==> src/rtl/uart_rx_fifo.sv <==
// rtl/uart_rx_fifo.sv - 8N1 UART receiver with 16x oversampling and a show-ahead byte FIFO
module uart_rx_fifo #(
  parameter int DIVISOR    = 651,
  parameter int DEPTH_LOG2 = 2
) (
  input  logic                clk,
  input  logic                reset,
  input  logic                din,
  input  logic                pop,
  input  logic                clr_err,
  output logic [7:0]          rx_data,
  output logic                rx_valid,
  output logic [DEPTH_LOG2:0] level,
  output logic                frame_err,
  output logic                overrun,
  output logic                irq
);
  localparam int DEPTH = 1 << DEPTH_LOG2;
  localparam int DW    = (DIVISOR > 1) ? $clog2(DIVISOR) : 1;
  localparam int LW    = DEPTH_LOG2 + 1;
  localparam logic [DW-1:0] DIV_LAST   = DW'(DIVISOR - 1);
  localparam logic [LW-1:0] FULL_LEVEL = LW'(DEPTH);

  typedef enum logic [1:0] {S_IDLE, S_START, S_DATA, S_STOP} state_t;

  logic                  r_sync1, r_sync2;
  logic                  w_rxs;
  logic [DW-1:0]         r_div;
  logic                  w_tick;
  logic                  w_start;
  state_t                r_state, w_state_nxt;
  logic [3:0]            r_scnt, w_scnt_nxt;
  logic [2:0]            r_bcnt, w_bcnt_nxt;
  logic [7:0]            r_shift, w_shift_nxt;
  logic                  w_push_req, w_ferr_set;
  logic                  r_push;
  logic [7:0]            r_push_data;
  logic [7:0]            r_mem [DEPTH];
  logic [DEPTH_LOG2-1:0] r_wptr, r_rptr;
  logic [LW-1:0]         r_level;
  logic                  r_ferr, r_ovr;
  logic                  w_full, w_empty, w_do_pop, w_do_push, w_ovr_set;

  assign w_rxs   = r_sync2;
  assign w_tick  = (r_div == DIV_LAST);
  assign w_start = (r_state == S_IDLE) && !w_rxs;

  // Two-flop synchronizer; idles high so reset does not look like a start bit
  always_ff @(posedge clk or posedge reset) begin
    if (reset) begin
      r_sync1 <= 1'b1;
      r_sync2 <= 1'b1;
    end else begin
      r_sync1 <= din;
      r_sync2 <= r_sync1;
    end
  end

  // Oversample tick divider, re-phased to the start edge so ticks land mid-bit
  always_ff @(posedge clk or posedge reset) begin
    if (reset) r_div <= '0;
    else if (w_start || w_tick) r_div <= '0;
    else r_div <= r_div + DW'(1);
  end

  // Receiver state and counters
  always_ff @(posedge clk or posedge reset) begin
    if (reset) begin
      r_state <= S_IDLE;
      r_scnt  <= 4'd0;
      r_bcnt  <= 3'd0;
      r_shift <= 8'd0;
    end else begin
      r_state <= w_state_nxt;
      r_scnt  <= w_scnt_nxt;
      r_bcnt  <= w_bcnt_nxt;
      r_shift <= w_shift_nxt;
    end
  end

  // Frame recovery: mid-start check, 16-tick data sampling, stop-bit validation
  always_comb begin
    w_state_nxt = r_state;
    w_scnt_nxt  = r_scnt;
    w_bcnt_nxt  = r_bcnt;
    w_shift_nxt = r_shift;
    w_push_req  = 1'b0;
    w_ferr_set  = 1'b0;
    case (r_state)
      S_IDLE: begin
        if (!w_rxs) begin
          w_state_nxt = S_START;
          w_scnt_nxt  = 4'd0;
        end
      end
      S_START: begin
        if (w_tick) begin
          if (r_scnt == 4'd7) begin
            if (w_rxs) begin
              w_state_nxt = S_IDLE;
            end else begin
              w_state_nxt = S_DATA;
              w_scnt_nxt  = 4'd0;
              w_bcnt_nxt  = 3'd0;
            end
          end else begin
            w_scnt_nxt = r_scnt + 4'd1;
          end
        end
      end
      S_DATA: begin
        if (w_tick) begin
          w_scnt_nxt = r_scnt + 4'd1;
          if (r_scnt == 4'd15) begin
            w_shift_nxt = {w_rxs, r_shift[7:1]};
            w_bcnt_nxt  = r_bcnt + 3'd1;
            if (r_bcnt == 3'd7) w_state_nxt = S_STOP;
          end
        end
      end
      S_STOP: begin
        if (w_tick) begin
          w_scnt_nxt = r_scnt + 4'd1;
          if (r_scnt == 4'd15) begin
            w_state_nxt = S_IDLE;
            if (w_rxs) w_push_req = 1'b1;
            else       w_ferr_set = 1'b1;
          end
        end
      end
      default: w_state_nxt = S_IDLE;
    endcase
  end

  // Registered push request; the FIFO write happens one clock after the stop sample
  always_ff @(posedge clk or posedge reset) begin
    if (reset) begin
      r_push      <= 1'b0;
      r_push_data <= 8'd0;
    end else begin
      r_push      <= w_push_req;
      r_push_data <= r_shift;
    end
  end

  assign w_full    = (r_level == FULL_LEVEL);
  assign w_empty   = (r_level == '0);
  assign w_do_pop  = pop && !w_empty;
  assign w_do_push = r_push && (!w_full || w_do_pop);
  assign w_ovr_set = r_push && w_full && !w_do_pop;

  // FIFO storage; contents past the read pointer are never shown, so no reset needed
  always_ff @(posedge clk) begin
    if (w_do_push) r_mem[r_wptr] <= r_push_data;
  end

  // FIFO pointers and explicit occupancy
  always_ff @(posedge clk or posedge reset) begin
    if (reset) begin
      r_wptr  <= '0;
      r_rptr  <= '0;
      r_level <= '0;
    end else begin
      if (w_do_push) r_wptr <= r_wptr + DEPTH_LOG2'(1);
      if (w_do_pop)  r_rptr <= r_rptr + DEPTH_LOG2'(1);
      if (w_do_push && !w_do_pop)      r_level <= r_level + LW'(1);
      else if (w_do_pop && !w_do_push) r_level <= r_level - LW'(1);
    end
  end

  // Sticky error flags; a set in the same cycle as a clear takes priority
  always_ff @(posedge clk or posedge reset) begin
    if (reset) begin
      r_ferr <= 1'b0;
      r_ovr  <= 1'b0;
    end else begin
      if (w_ferr_set)   r_ferr <= 1'b1;
      else if (clr_err) r_ferr <= 1'b0;
      if (w_ovr_set)    r_ovr  <= 1'b1;
      else if (clr_err) r_ovr  <= 1'b0;
    end
  end

  assign rx_valid  = !w_empty;
  assign rx_data   = w_empty ? 8'h00 : r_mem[r_rptr];
  assign level     = r_level;
  assign frame_err = r_ferr;
  assign overrun   = r_ovr;
  assign irq       = rx_valid | r_ferr | r_ovr;
endmodule

==> config.mk <==
export PLATFORM = sky130hd
export DESIGN_NAME = uart_rx_fifo
export DESIGN_NICKNAME = d
export VERILOG_FILES = /design/src/rtl/uart_rx_fifo.sv
export SDC_FILE = /design/constraint.sdc
export NUM_CORES = 1
export LEC_CHECK = 0
export ABC_AREA = 0
export ABC_CLOCK_PERIOD_IN_PS = 2200
export CORE_MARGIN = 3
export CORE_UTILIZATION = 25
export CTS_BUF_LIST = sky130_fd_sc_hd__clkbuf_2 sky130_fd_sc_hd__clkbuf_4 sky130_fd_sc_hd__clkbuf_8
export DETAILED_ROUTE_END_ITERATION = 8
export PLACE_DENSITY = 0.45
export SLEW_MARGIN = 10
export SYNTH_ARGS = -nofsm -noshare
export SYNTH_HDL_FRONTEND = slang
export SYNTH_SLANG_ARGS = --single-unit
export TNS_END_PERCENT = 30
==> constraint.sdc <==
create_clock -name clk -period 2.2 [get_ports clk]
set_clock_uncertainty 0.15 [all_clocks]
set_input_delay 0.33 -clock clk [delete_from_list [all_inputs] [get_ports clk]]
set_output_delay 0.33 -clock clk [all_outputs]
set_load 0.01 [all_outputs]
* Word level (Yosys, flattened, before mapping)
Memories as Yosys holds them, arrays and structs flattened. Index checks and enable logic that the tools add are counted. W data, S select, Z words.
Storage, ports and cells: register bits 47, bits in latches 0, memory bits (writable) 32, bits in read-only memories 0, memories kept 1
Memory list:
- r_mem | words 4, width 8, read ports 1, clocked after Yosys merged registers in 0, write ports 1, RTL line 38 | logic [7:0] r_mem [DEPTH];
Operators by class: add/sub/neg operators 7, multipliers 0, divide/modulo/power cells 0, $lt $le $gt $ge 0, equality and inequality tests 18, shift-type cells 0, muxes and demuxes 38, bitwise operators 2, reduce and logical (&&, ||, !) cells 25
Operators with widths (count):
- $mux W3 | 7
- $mux W2 | 9
- $ne A2 B2 Y1 const B | 9
- $mux W4 | 4
- $mux W1 | 13
- $pmux W4 S3 | 1
- $add A10 B1 Y10 const B | 1
- $eq A10 B10 Y1 const B | 1
- $mux W10 | 1
- $mux W8 | 1
- $pmux W2 S4 | 1
- $reduce_and A8 Y1 | 1
- $reduce_bool A2 Y1 | 4
- $logic_and A1 B1 Y1 | 7
- $add A3 B1 Y3 const B | 2
- $eq A3 B3 Y1 const B | 2
- $pmux W3 S2 | 1
- $reduce_and A6 Y1 | 1
- $logic_not A1 Y1 | 5
- $add A2 B1 Y2 const B | 2
- $add A4 B1 Y4 const B | 1
- $eq A2 B2 Y1 const B | 2
- $eq A4 B3 Y1 const B | 1
- $eq A4 B4 Y1 const B | 1
- 10 further kinds | 12

* Longest topological paths before layout
Gate-level depths: netlist of the first run.
depth after elaboration 9, gate-level depth with buffers 9

* Worst setup path before layout of the first run
Ideal clock, no wire load.
path type register -> register, from register r_level[0] (netlist: level[0]), to register r_level[1] (netlist: level[1]), setup time 0.125 ns, arrival 2.002 ns, path slack -0.077 ns, cell stages (with the launch flop) 8, cell sequence dfrtp_1 -> nor4b_1 -> nor2b_1 -> clkbuf_1 -> ha_1 -> inv_1 -> fa_1 -> mux2_2
Between the ends: cells in the longest elaborated chain, start to end 8
RTL lines:
- start, declared | RTL line 40 | logic [LW-1:0] r_level;
- start signal, assigned | RTL line 166 | if (w_do_push && !w_do_pop) r_level <= r_level + LW'(1);
- start signal, assigned | RTL line 167 | else if (w_do_pop && !w_do_push) r_level <= r_level - LW'(1);
- $logic_not A3 Y1 | RTL line 147 | assign w_empty = (r_level == '0);
- $logic_not A1 Y1 | RTL line 148 | assign w_do_pop = pop && !w_empty;
- $logic_and A1 B1 Y1 | RTL line 148
- $logic_or A1 B1 Y1 (*) | RTL line 149 | assign w_do_push = r_push && (!w_full || w_do_pop);
- $logic_and A1 B1 Y1 (*) | RTL line 149
- named net w_do_push | RTL line 42 | logic w_full, w_empty, w_do_pop, w_do_push, w_ovr_set;
- $logic_not A1 Y1 | RTL line 167
- $logic_and A1 B1 Y1 | RTL line 167
- $reduce_bool A2 Y1 (no line)
Mark *: on every way through the listed nets, which the timed path passes. The rest lies on a longest branch. The select of a mux whose other input is x is not followed. A chain may end at the register's enable or synchronous reset.

* Final worst setup path of the first run
from register r_rptr[0], to output rx_data[1]
Between the ends: cells in the longest elaborated chain, start to end 2
RTL lines:
- start, declared | RTL line 39 | logic [DEPTH_LOG2-1:0] r_wptr, r_rptr;
- start signal, assigned | RTL line 165 | if (w_do_pop) r_rptr <= r_rptr + DEPTH_LOG2'(1);
- $mem_v2 Z4 W8
- $mux W8 | RTL line 185 | assign rx_data = w_empty ? 8'h00 : r_mem[r_rptr];
- end, declared | RTL line 11 | output logic [7:0] rx_data,
No other way between the ends.

==> results of run 1 <==
==> layer usage <==
metal | track usage | share of wire
met1 | 0.103 | 0.46
met2 | 0.131 | 0.49
met3 | 0.0246 | 0.044
met4 | 0.0315 | 0.0097
met5 | 0 | 0
==> report_power, final <==
group	internal (mW)	total (mW)	switching (mW)
Sequential	1.53	1.53	0.00279
Combinational	0.0120	0.0335	0.0215
Clock	0.428	0.963	0.535
Total	1.97	2.53	0.559
==> layout by cell type (no fill, tap or decap), types with 3 or more instances in the layout <==
cell type                         count
sky130_fd_sc_hd__mux2_4               7
sky130_fd_sc_hd__buf_4               14
sky130_fd_sc_hd__a31oi_1              4
sky130_fd_sc_hd__mux4_2               8
sky130_fd_sc_hd__buf_12               3
sky130_fd_sc_hd__edfxtp_1            32
sky130_fd_sc_hd__and2_1              12
sky130_fd_sc_hd__nor2_1              17
sky130_fd_sc_hd__clkinv_4             3
sky130_fd_sc_hd__nand2_1              8
sky130_fd_sc_hd__clkdlybuf4s50_1      9
sky130_fd_sc_hd__ha_1                 9
sky130_fd_sc_hd__or3_1                3
sky130_fd_sc_hd__xnor2_1             10
sky130_fd_sc_hd__nand3_1              6
sky130_fd_sc_hd__xor2_1               5
sky130_fd_sc_hd__inv_1               13
sky130_fd_sc_hd__dfrtp_1             44
sky130_fd_sc_hd__clkbuf_8             9
sky130_fd_sc_hd__o21ai_1              3
sky130_fd_sc_hd__buf_2                9
==> final timing paths <==
check / start / to / slack (ns) / cells after the start
worst max register to register: level[0] / level[2] / 0.09 / 8
min in group clk: r_sync1 / r_sync2 / 0.21 / 0
worst max-delay path: r_rptr[0] / rx_data[1] / 0.02 / 5
worst min-delay path: reset / r_div[8] / 0.16 / 2
worst min register to register: r_sync1 / r_sync2 / 0.21 / 0
max in group asynchronous: reset / level[0] / 1.23 / 3
==> layout make-up <==
cell class,instances,share of cell area
inverters,14,0.0130
well taps,172,0.0531
flip-flops and latches,79,0.528
repair buffers,36,0.0762
clock inverters,6,0.0114
multi-input cells,129,0.286
clock buffers,10,0.0324
==> cell families after synthesis <==
kind of cell,share of synthesized area
fa+ha+maj,0.0431
buf+inv,0.0320
simple gates,0.116
flops,0.635
compound gates,0.0338
xor+xnor,0.0390
mux,0.101
==> state kept, by name (all words and copies together), names as in the netlist, named ones only <==
signal and cells:
r_bcnt 3, r_mem 32, frame_err 1, level 3
r_state 1, r_scnt 4, overrun 1, r_sync2 1
r_sync1 1, r_wptr 2, r_rptr 2, r_shift 8
r_push 1, r_div 10, r_push_data 8
==> repair_timing <==
action,CTS,global route
endpoints found under the setup margin,11,8
buffers inserted,1,4
gates cloned,0,0
pin swaps,0,9
resized for setup,37,7
==> metrics by stage <==
step,hold WS [ns],utilization
finish,0.162,0.315
detailed placement,0.200,0.298
global placement,0.202,0.298
global route,0.186,0.315
CTS,0.161,0.310
floorplan,0.184,-
==> metrics.txt, run 1 <==
# TYPE chip_impl_metric gauge
chip_impl_metric{name="multi_input_comb_area",unit="sq mm"} 0.00116
chip_impl_metric{name="nets",unit=""} 285
chip_impl_info{name="synth_commonest_cells",value="sky130_fd_sc_hd__dfrtp_1, sky130_fd_sc_hd__edfxtp_1, sky130_fd_sc_hd__nor2_1, sky130_fd_sc_hd__inv_1, sky130_fd_sc_hd__and2_1"} 1
chip_impl_metric{name="totalPowerFinal",unit="mW"} 2.53
chip_impl_metric{name="chipWidth",unit="um"} 122
chip_impl_metric{name="ff_latch_area",unit="sq mm"} 0.00214
chip_impl_metric{name="globalRoute.totalOverflow",unit=""} 0
chip_impl_metric{name="rows",unit=""} 41
chip_impl_metric{name="timing.critical_path.slowest_cell_delay",unit="ns"} 0.47
chip_impl_metric{name="portion_of_the_post_synthesis_area_used_by_sequential_elements",unit=""} 0.635
chip_impl_info{name="worstSetupPathType",value="flop to output pin"} 1
chip_impl_metric{name="antenna_diode_count",unit=""} 0
chip_impl_metric{name="detail_route.drc_violations",unit=""} 0
chip_impl_metric{name="dp.cells",unit=""} 425
chip_impl_metric{name="detail_route.wl_per_cell",unit="um"} 12.4
chip_impl_metric{name="synthesis.area",unit="sq mm"} 0.00337
chip_impl_metric{name="p_leak",unit="nW"} 1.73
chip_impl_metric{name="share_of_layout_cells_above_drive_strength_1",unit=""} 0.263
chip_impl_metric{name="worst_ep_arrival_time",unit="ns"} 1.70
chip_impl_metric{name="path_buf_inv",unit=""} 3
chip_impl_metric{name="antenna_left",unit=""} 0
chip_impl_metric{name="maximum_fanout_along_the_worst_path",unit=""} 8
chip_impl_metric{name="dr_total_vias",unit=""} 1814
chip_impl_metric{name="worst_slew_margin_rel",unit=""} 0.704
chip_impl_metric{name="finalWorstPathRequiredPeriod",unit="ns"} 2.18
chip_impl_metric{name="finalSetupTns",unit="ns"} 0
chip_impl_metric{name="timing.fmax",unit="MHz"} 458
chip_impl_info{name="crit_chain",value="buf_12, buf_12, mux4_2, and2_1, buf_2"} 1
chip_impl_metric{name="num_io_pins",unit=""} 20
chip_impl_metric{name="synthesis.area_per_instance",unit="sq um"} 14.5
chip_impl_metric{name="cellPowerDensity",unit="mW/mm^2"} 623
chip_impl_metric{name="floorplan.die_area",unit="sq mm"} 0.0149
chip_impl_info{name="cpMostUsedCell",value="sky130_fd_sc_hd__buf_12"} 1
chip_impl_metric{name="warnings_from_yosys",unit=""} 0
chip_impl_metric{name="placement.io_buffers",unit=""} 19
chip_impl_metric{name="ys_async_sr_fraction",unit=""} 0.595
chip_impl_metric{name="critical_path_required",unit="ns"} 1.72
chip_impl_metric{name="die_y",unit="um"} 122
chip_impl_metric{name="layout.cells.non_filler",unit=""} 446
chip_impl_info{name="critical_path.slowest_cell",value="sky130_fd_sc_hd__mux4_2"} 1
chip_impl_metric{name="synth.ff_latch_count",unit=""} 79
chip_impl_metric{name="numClockSinks",unit=""} 79
chip_impl_metric{name="initial_antenna_violation_count",unit=""} 0
chip_impl_metric{name="gp_congestion",unit=""} 0.721
chip_impl_metric{name="totalWireLength",unit="um"} 5540
chip_impl_metric{name="final_design_area_no_fill",unit="sq mm"} 0.00406
chip_impl_metric{name="report.final.slew_viol_count",unit=""} 0
chip_impl_metric{name="netlist_instances",unit=""} 232
chip_impl_metric{name="tightest_slew",unit="ns"} 0.443
chip_impl_metric{name="ys_types",unit=""} 42
chip_impl_metric{name="wire_length_of_the_first_global_routing_pass",unit="um"} 9470
chip_impl_metric{name="initial_utilization",unit=""} 0.261
chip_impl_metric{name="clock_path_buffers",unit=""} 2
chip_impl_metric{name="area_delta_synth_final",unit="%"} 20.4
chip_impl_info{name="most_common_cell_in_the_netlist",value="sky130_fd_sc_hd__dfrtp_1"} 1
chip_impl_info{name="outcome",value="finished clean"} 1
chip_impl_info{name="clock_root_buffer_master",value="sky130_fd_sc_hd__clkbuf_8"} 1
chip_impl_metric{name="core-area",unit="sq mm"} 0.0129
chip_impl_metric{name="clk_latency",unit="ns"} 0.34
chip_impl_metric{name="vdd.ir_drop.worst",unit="uV"} 261
chip_impl_metric{name="place_ws",unit="ns"} -0.225
chip_impl_metric{name="grt_max_degree",unit=""} 31
chip_impl_metric{name="drtPass1Iterations",unit=""} 4
chip_impl_info{name="cts_tree",value="yes"} 1
chip_impl_info{name="hp-class",value="primary input to async pin"} 1
chip_impl_metric{name="period_share",unit=""} 0.993
chip_impl_info{name="critical_path.endpoint_type",value="output pin"} 1
chip_impl_metric{name="maxCapViolations",unit=""} 0
chip_impl_metric{name="route.detailed.vias_per_inst",unit=""} 4.07
chip_impl_info{name="postSynth.topFlopCell",value="sky130_fd_sc_hd__dfrtp_1"} 1
chip_impl_metric{name="place_area",unit="sq mm"} 0.00384
chip_impl_metric{name="drt_first_iter_violations",unit=""} 99
chip_impl_metric{name="final-setup-viol-count",unit=""} 0
chip_impl_metric{name="fillers",unit=""} 1278
chip_impl_metric{name="cts.htree.levels",unit=""} 3
chip_impl_info{name="synth.area.top_cells",value="sky130_fd_sc_hd__dfrtp_1, sky130_fd_sc_hd__edfxtp_1, sky130_fd_sc_hd__mux4_2"} 1
chip_impl_metric{name="half_perimeter_wire_length_after_detailed_placement",unit="um"} 3760
chip_impl_info{name="critical_path_source_type",value="flop"} 1
chip_impl_metric{name="synth_edf_count",unit=""} 32
chip_impl_metric{name="synth.top_cell.area_share",unit=""} 0.334
chip_impl_info{name="rsz0062_at_grt",value="yes"} 1
chip_impl_metric{name="grt_pass1_vias",unit=""} 1867
chip_impl_metric{name="number_of_clock_buffers_inserted_by_tritoncts",unit=""} 9
chip_impl_metric{name="synthesis.nets",unit=""} 248
chip_impl_info{name="critical-path-top-delay-family",value="multiplexers"} 1
chip_impl_metric{name="gr-usage-all-layers",unit=""} 0.0814
chip_impl_metric{name="worst_slack",unit="ns"} 0.0151
chip_impl_metric{name="hold_violation_count_in_the_final_report",unit=""} 0
chip_impl_info{name="synth_largest_area_cell",value="sky130_fd_sc_hd__dfrtp_1"} 1
chip_impl_metric{name="clkSlewWorstSetupHoldPaths",unit="ns"} 0.08
chip_impl_metric{name="cts_hold_repair.buffers",unit=""} 0
No activity file was read; power rests on OpenSTA's default activity.
==> run 2: changes to the inputs <==
--- a/config.mk
+++ b/config.mk
@@ -7,11 +7,14 @@
 export LEC_CHECK = 0
 export ABC_AREA = 0
 export ABC_CLOCK_PERIOD_IN_PS = 2200
+export CELL_PAD_IN_SITES_DETAIL_PLACEMENT = 0
+export CELL_PAD_IN_SITES_GLOBAL_PLACEMENT = 1
 export CORE_MARGIN = 3
 export CORE_UTILIZATION = 25
 export CTS_BUF_LIST = sky130_fd_sc_hd__clkbuf_2 sky130_fd_sc_hd__clkbuf_4 sky130_fd_sc_hd__clkbuf_8
 export DETAILED_ROUTE_END_ITERATION = 8
-export PLACE_DENSITY = 0.45
+export PLACE_DENSITY = 0.51
+export SETUP_SLACK_MARGIN = 0.15
 export SLEW_MARGIN = 10
 export SYNTH_ARGS = -nofsm -noshare
 export SYNTH_HDL_FRONTEND = slang
==> run 2 against run 1 <==
  * Utilization is 0.44 points higher
  * Worst hold slack worse by 0.045 ns
  * Register-to-register slack hardly changed
  * Cell count is 0.22% lower
  * Sequential power hardly changed
  * Total power is 1.5% higher
  * Critical path depth is 1 lower
  * Design area is 1.4% higher
  * Sequential cell count stayed put
==> metrics.txt, run 2 (same netlist as run 1, synthesis figures left out) <==
# TYPE chip_impl_metric gauge
chip_impl_metric{name="cts.htree.levels",unit=""} 3
chip_impl_metric{name="timing.fmax",unit="MHz"} 465
chip_impl_metric{name="floorplan.die_area",unit="sq mm"} 0.0149
chip_impl_metric{name="internal_power",unit="mW"} 1.97
chip_impl_info{name="most-common-layout-cells",value="sky130_fd_sc_hd__dfrtp_1, sky130_fd_sc_hd__edfxtp_1, sky130_fd_sc_hd__nor2_1"} 1
chip_impl_metric{name="grt_pass1_vias",unit=""} 1937
chip_impl_metric{name="detail_route.wl_per_cell",unit="um"} 13.1
chip_impl_metric{name="drtPass1Iterations",unit=""} 4
chip_impl_metric{name="area_delta_synth_final",unit="%"} 22.1
chip_impl_metric{name="gp_congestion",unit=""} 0.727
chip_impl_metric{name="nets",unit=""} 284
chip_impl_metric{name="maxCapViolations",unit=""} 0
chip_impl_metric{name="route.detailed.vias_per_inst",unit=""} 4.17
chip_impl_metric{name="antenna_diode_count",unit=""} 0
chip_impl_info{name="clock_root_buffer_master",value="sky130_fd_sc_hd__clkbuf_8"} 1
chip_impl_info{name="crit_chain",value="buf_12, mux4_2, and2_4, buf_6"} 1
chip_impl_metric{name="dp.cells",unit=""} 425
chip_impl_info{name="biggest_regs",value="r_mem (32), r_div (10)"} 1
chip_impl_metric{name="clock_path_buffers",unit=""} 2
chip_impl_metric{name="drt_first_iter_violations",unit=""} 98
chip_impl_metric{name="totalWireLength",unit="um"} 5840
chip_impl_metric{name="p_comb_frac",unit=""} 0.012
chip_impl_info{name="critical_path.slowest_cell",value="sky130_fd_sc_hd__mux4_2"} 1
chip_impl_metric{name="clk_latency",unit="ns"} 0.36
chip_impl_metric{name="final-setup-viol-count",unit=""} 0
chip_impl_metric{name="finalWorstPathRequiredPeriod",unit="ns"} 2.15
chip_impl_metric{name="worst_ep_arrival_time",unit="ns"} 1.67
chip_impl_metric{name="share_of_layout_cells_above_drive_strength_1",unit=""} 0.286
chip_impl_metric{name="maximum_fanout_along_the_worst_path",unit=""} 5
chip_impl_metric{name="initial_antenna_violation_count",unit=""} 0
chip_impl_metric{name="placement.io_buffers",unit=""} 19
chip_impl_info{name="outcome",value="finished clean"} 1
chip_impl_metric{name="report.final.slew_viol_count",unit=""} 0
chip_impl_metric{name="tightest_slew",unit="ns"} 0.452
chip_impl_metric{name="globalRoute.totalOverflow",unit=""} 0
chip_impl_info{name="layout.cells.most_common",value="sky130_fd_sc_hd__dfrtp_1"} 1
chip_impl_info{name="registers.top_by_ff_count",value="r_mem"} 1
chip_impl_metric{name="initial_utilization",unit=""} 0.261
chip_impl_metric{name="seqPwrFrac",unit=""} 0.596
chip_impl_metric{name="cellPowerDensity",unit="mW/mm^2"} 623
chip_impl_metric{name="finalSetupTns",unit="ns"} 0
chip_impl_metric{name="layout.cells.non_filler",unit=""} 445
chip_impl_info{name="critical_path_source_type",value="flop"} 1
chip_impl_metric{name="grt_max_degree",unit=""} 33
chip_impl_metric{name="hold_violation_count_in_the_final_report",unit=""} 0
chip_impl_metric{name="antenna_left",unit=""} 0
chip_impl_metric{name="clkSlewWorstSetupHoldPaths",unit="ns"} 0.09
chip_impl_metric{name="clock_power_share",unit=""} 0.391
chip_impl_metric{name="detail_route.drc_violations",unit=""} 0
chip_impl_metric{name="numClockSinks",unit=""} 79
chip_impl_metric{name="total_switching_power",unit="mW"} 0.596
chip_impl_metric{name="number_of_clock_buffers_inserted_by_tritoncts",unit=""} 9
chip_impl_metric{name="largest_register_ffs",unit=""} 32
chip_impl_metric{name="gr-usage-all-layers",unit=""} 0.0855
chip_impl_metric{name="core-area",unit="sq mm"} 0.0129
chip_impl_metric{name="die_y",unit="um"} 122
chip_impl_metric{name="power_switching_share",unit=""} 0.233
chip_impl_info{name="worstSetupPathType",value="flop to output pin"} 1
chip_impl_metric{name="critical_path_required",unit="ns"} 1.72
chip_impl_info{name="hp-class",value="primary input to async pin"} 1
chip_impl_metric{name="half_perimeter_wire_length_after_detailed_placement",unit="um"} 3800
chip_impl_metric{name="timing.critical_path.slowest_cell_delay",unit="ns"} 0.51
chip_impl_metric{name="number_of_cell_instances_on_the_worst_register_to_register_path",unit=""} 7
chip_impl_info{name="cts_tree",value="yes"} 1
chip_impl_metric{name="vdd.ir_drop.worst",unit="uV"} 222
chip_impl_metric{name="rows",unit=""} 41
chip_impl_info{name="rsz0062_at_grt",value="yes"} 1
chip_impl_metric{name="wire_length_of_the_first_global_routing_pass",unit="um"} 9770
chip_impl_metric{name="period_share",unit=""} 0.977
chip_impl_metric{name="num_io_pins",unit=""} 20
chip_impl_metric{name="dr_total_vias",unit=""} 1854
chip_impl_metric{name="p_leak",unit="nW"} 1.77
chip_impl_metric{name="chipWidth",unit="um"} 122
chip_impl_metric{name="worst_slew_margin_rel",unit=""} 0.699
chip_impl_info{name="critical_path.endpoint_type",value="output pin"} 1
run 2: cell types whose count changed in the layout (fill, tap and decap cells not counted), sizes merged:
cell           change
buf                -2
clkbuf             +1
clkdlybuf4s50      -2
clkinv             -1
dlygate4sd2        +1
dlymetal6s2s       +1
inv                +1
run 2: area by class of cell:
type | count | area, sq um
fillers | 1284 | 8760
clock inverters | 6 | 46.3
well taps | 172 | 215
flip-flops and latches | 79 | 2140
multi-input cells | 129 | 1180
repair buffers | 35 | 340
inverters | 14 | 52.6
clock buffers | 10 | 131
run 2: power by group through the flow:
| stage | clock (mW) | sequential (mW) | combinational [mW] |
|---|---|---|---|
| after CTS | 1.03 | 1.53 | 0.0342 |
| after global placement | 0 | 1.56 | 0.0334 |
| final | 1.00 | 1.53 | 0.0318 |
| after global routing | 1.09 | 1.53 | 0.0369 |
| after floorplan | 0 | 1.56 | 0.0141 |
| after detailed placement | 0 | 1.56 | 0.0340 |
run 2: path summary, 6_finish.rpt:
check                           from          to  slack, ns
setup / recovery           r_rptr[0]  rx_data[6]       0.05
hold / removal                 reset    r_div[0]       0.12
setup reg to reg            level[0]    level[1]       0.09
hold reg to reg              r_sync1     r_sync2       0.21
max in group asynchronous      reset   r_rptr[0]       1.27
min in group clk             r_sync1     r_sync2       0.21
run 2: routing by layer:
metal / vias to the layer above / wire length (um) / part of all wire / global-route usage
li1: 892 / - / - / -
met1: 925 / 2800 / 0.48 / 0.114
met2: 30 / 2740 / 0.47 / 0.129
met3: 7 / 223 / 0.038 / 0.0227
met4: 0 / 83 / 0.014 / 0.0420
met5: - / 0 / 0 / 0
run 2: through the flow:
step	setup slack, ns	hold slack, ns	total power [mW]	utilization	cell area, sq um
after floorplan	0.0981	0.184	1.57	-	3400
after global placement	-0.273	0.201	1.59	0.300	3860
after detailed placement	-0.308	0.198	1.59	0.300	3860
after CTS	-0.0323	0.121	2.60	0.318	4090
after global routing	-0.0114	0.142	2.66	0.319	4110
final	0.0511	0.117	2.56	0.319	4110
run 2: repair_timing:
action / 4_1_cts / 5_1_grt
gates cloned: 1 / 0
hold buffers: 0 / 0
setup buffers: 3 / 0
pin swaps: 15 / 9
gates resized for setup: 51 / 7
setup endpoints to repair: 23 / 25
run 2: worst max-delay path: cells and delay by family (launching register included):
family        cells  cell delay [ns]
buf+inv           2             0.24
simple gates      1             0.15
mux               1             0.51
flops             1             0.42
==> run 3: changes to the inputs <==
--- a/config.mk
+++ b/config.mk
@@ -15,7 +15,7 @@
 export DETAILED_ROUTE_END_ITERATION = 8
 export PLACE_DENSITY = 0.51
 export SETUP_SLACK_MARGIN = 0.15
-export SLEW_MARGIN = 10
+export SLEW_MARGIN = 20
 export SYNTH_ARGS = -nofsm -noshare
 export SYNTH_HDL_FRONTEND = slang
 export SYNTH_SLANG_ARGS = --single-unit
==> results of run 3 <==
No change in the layout: final DEF, timing and power equal those of run 2.
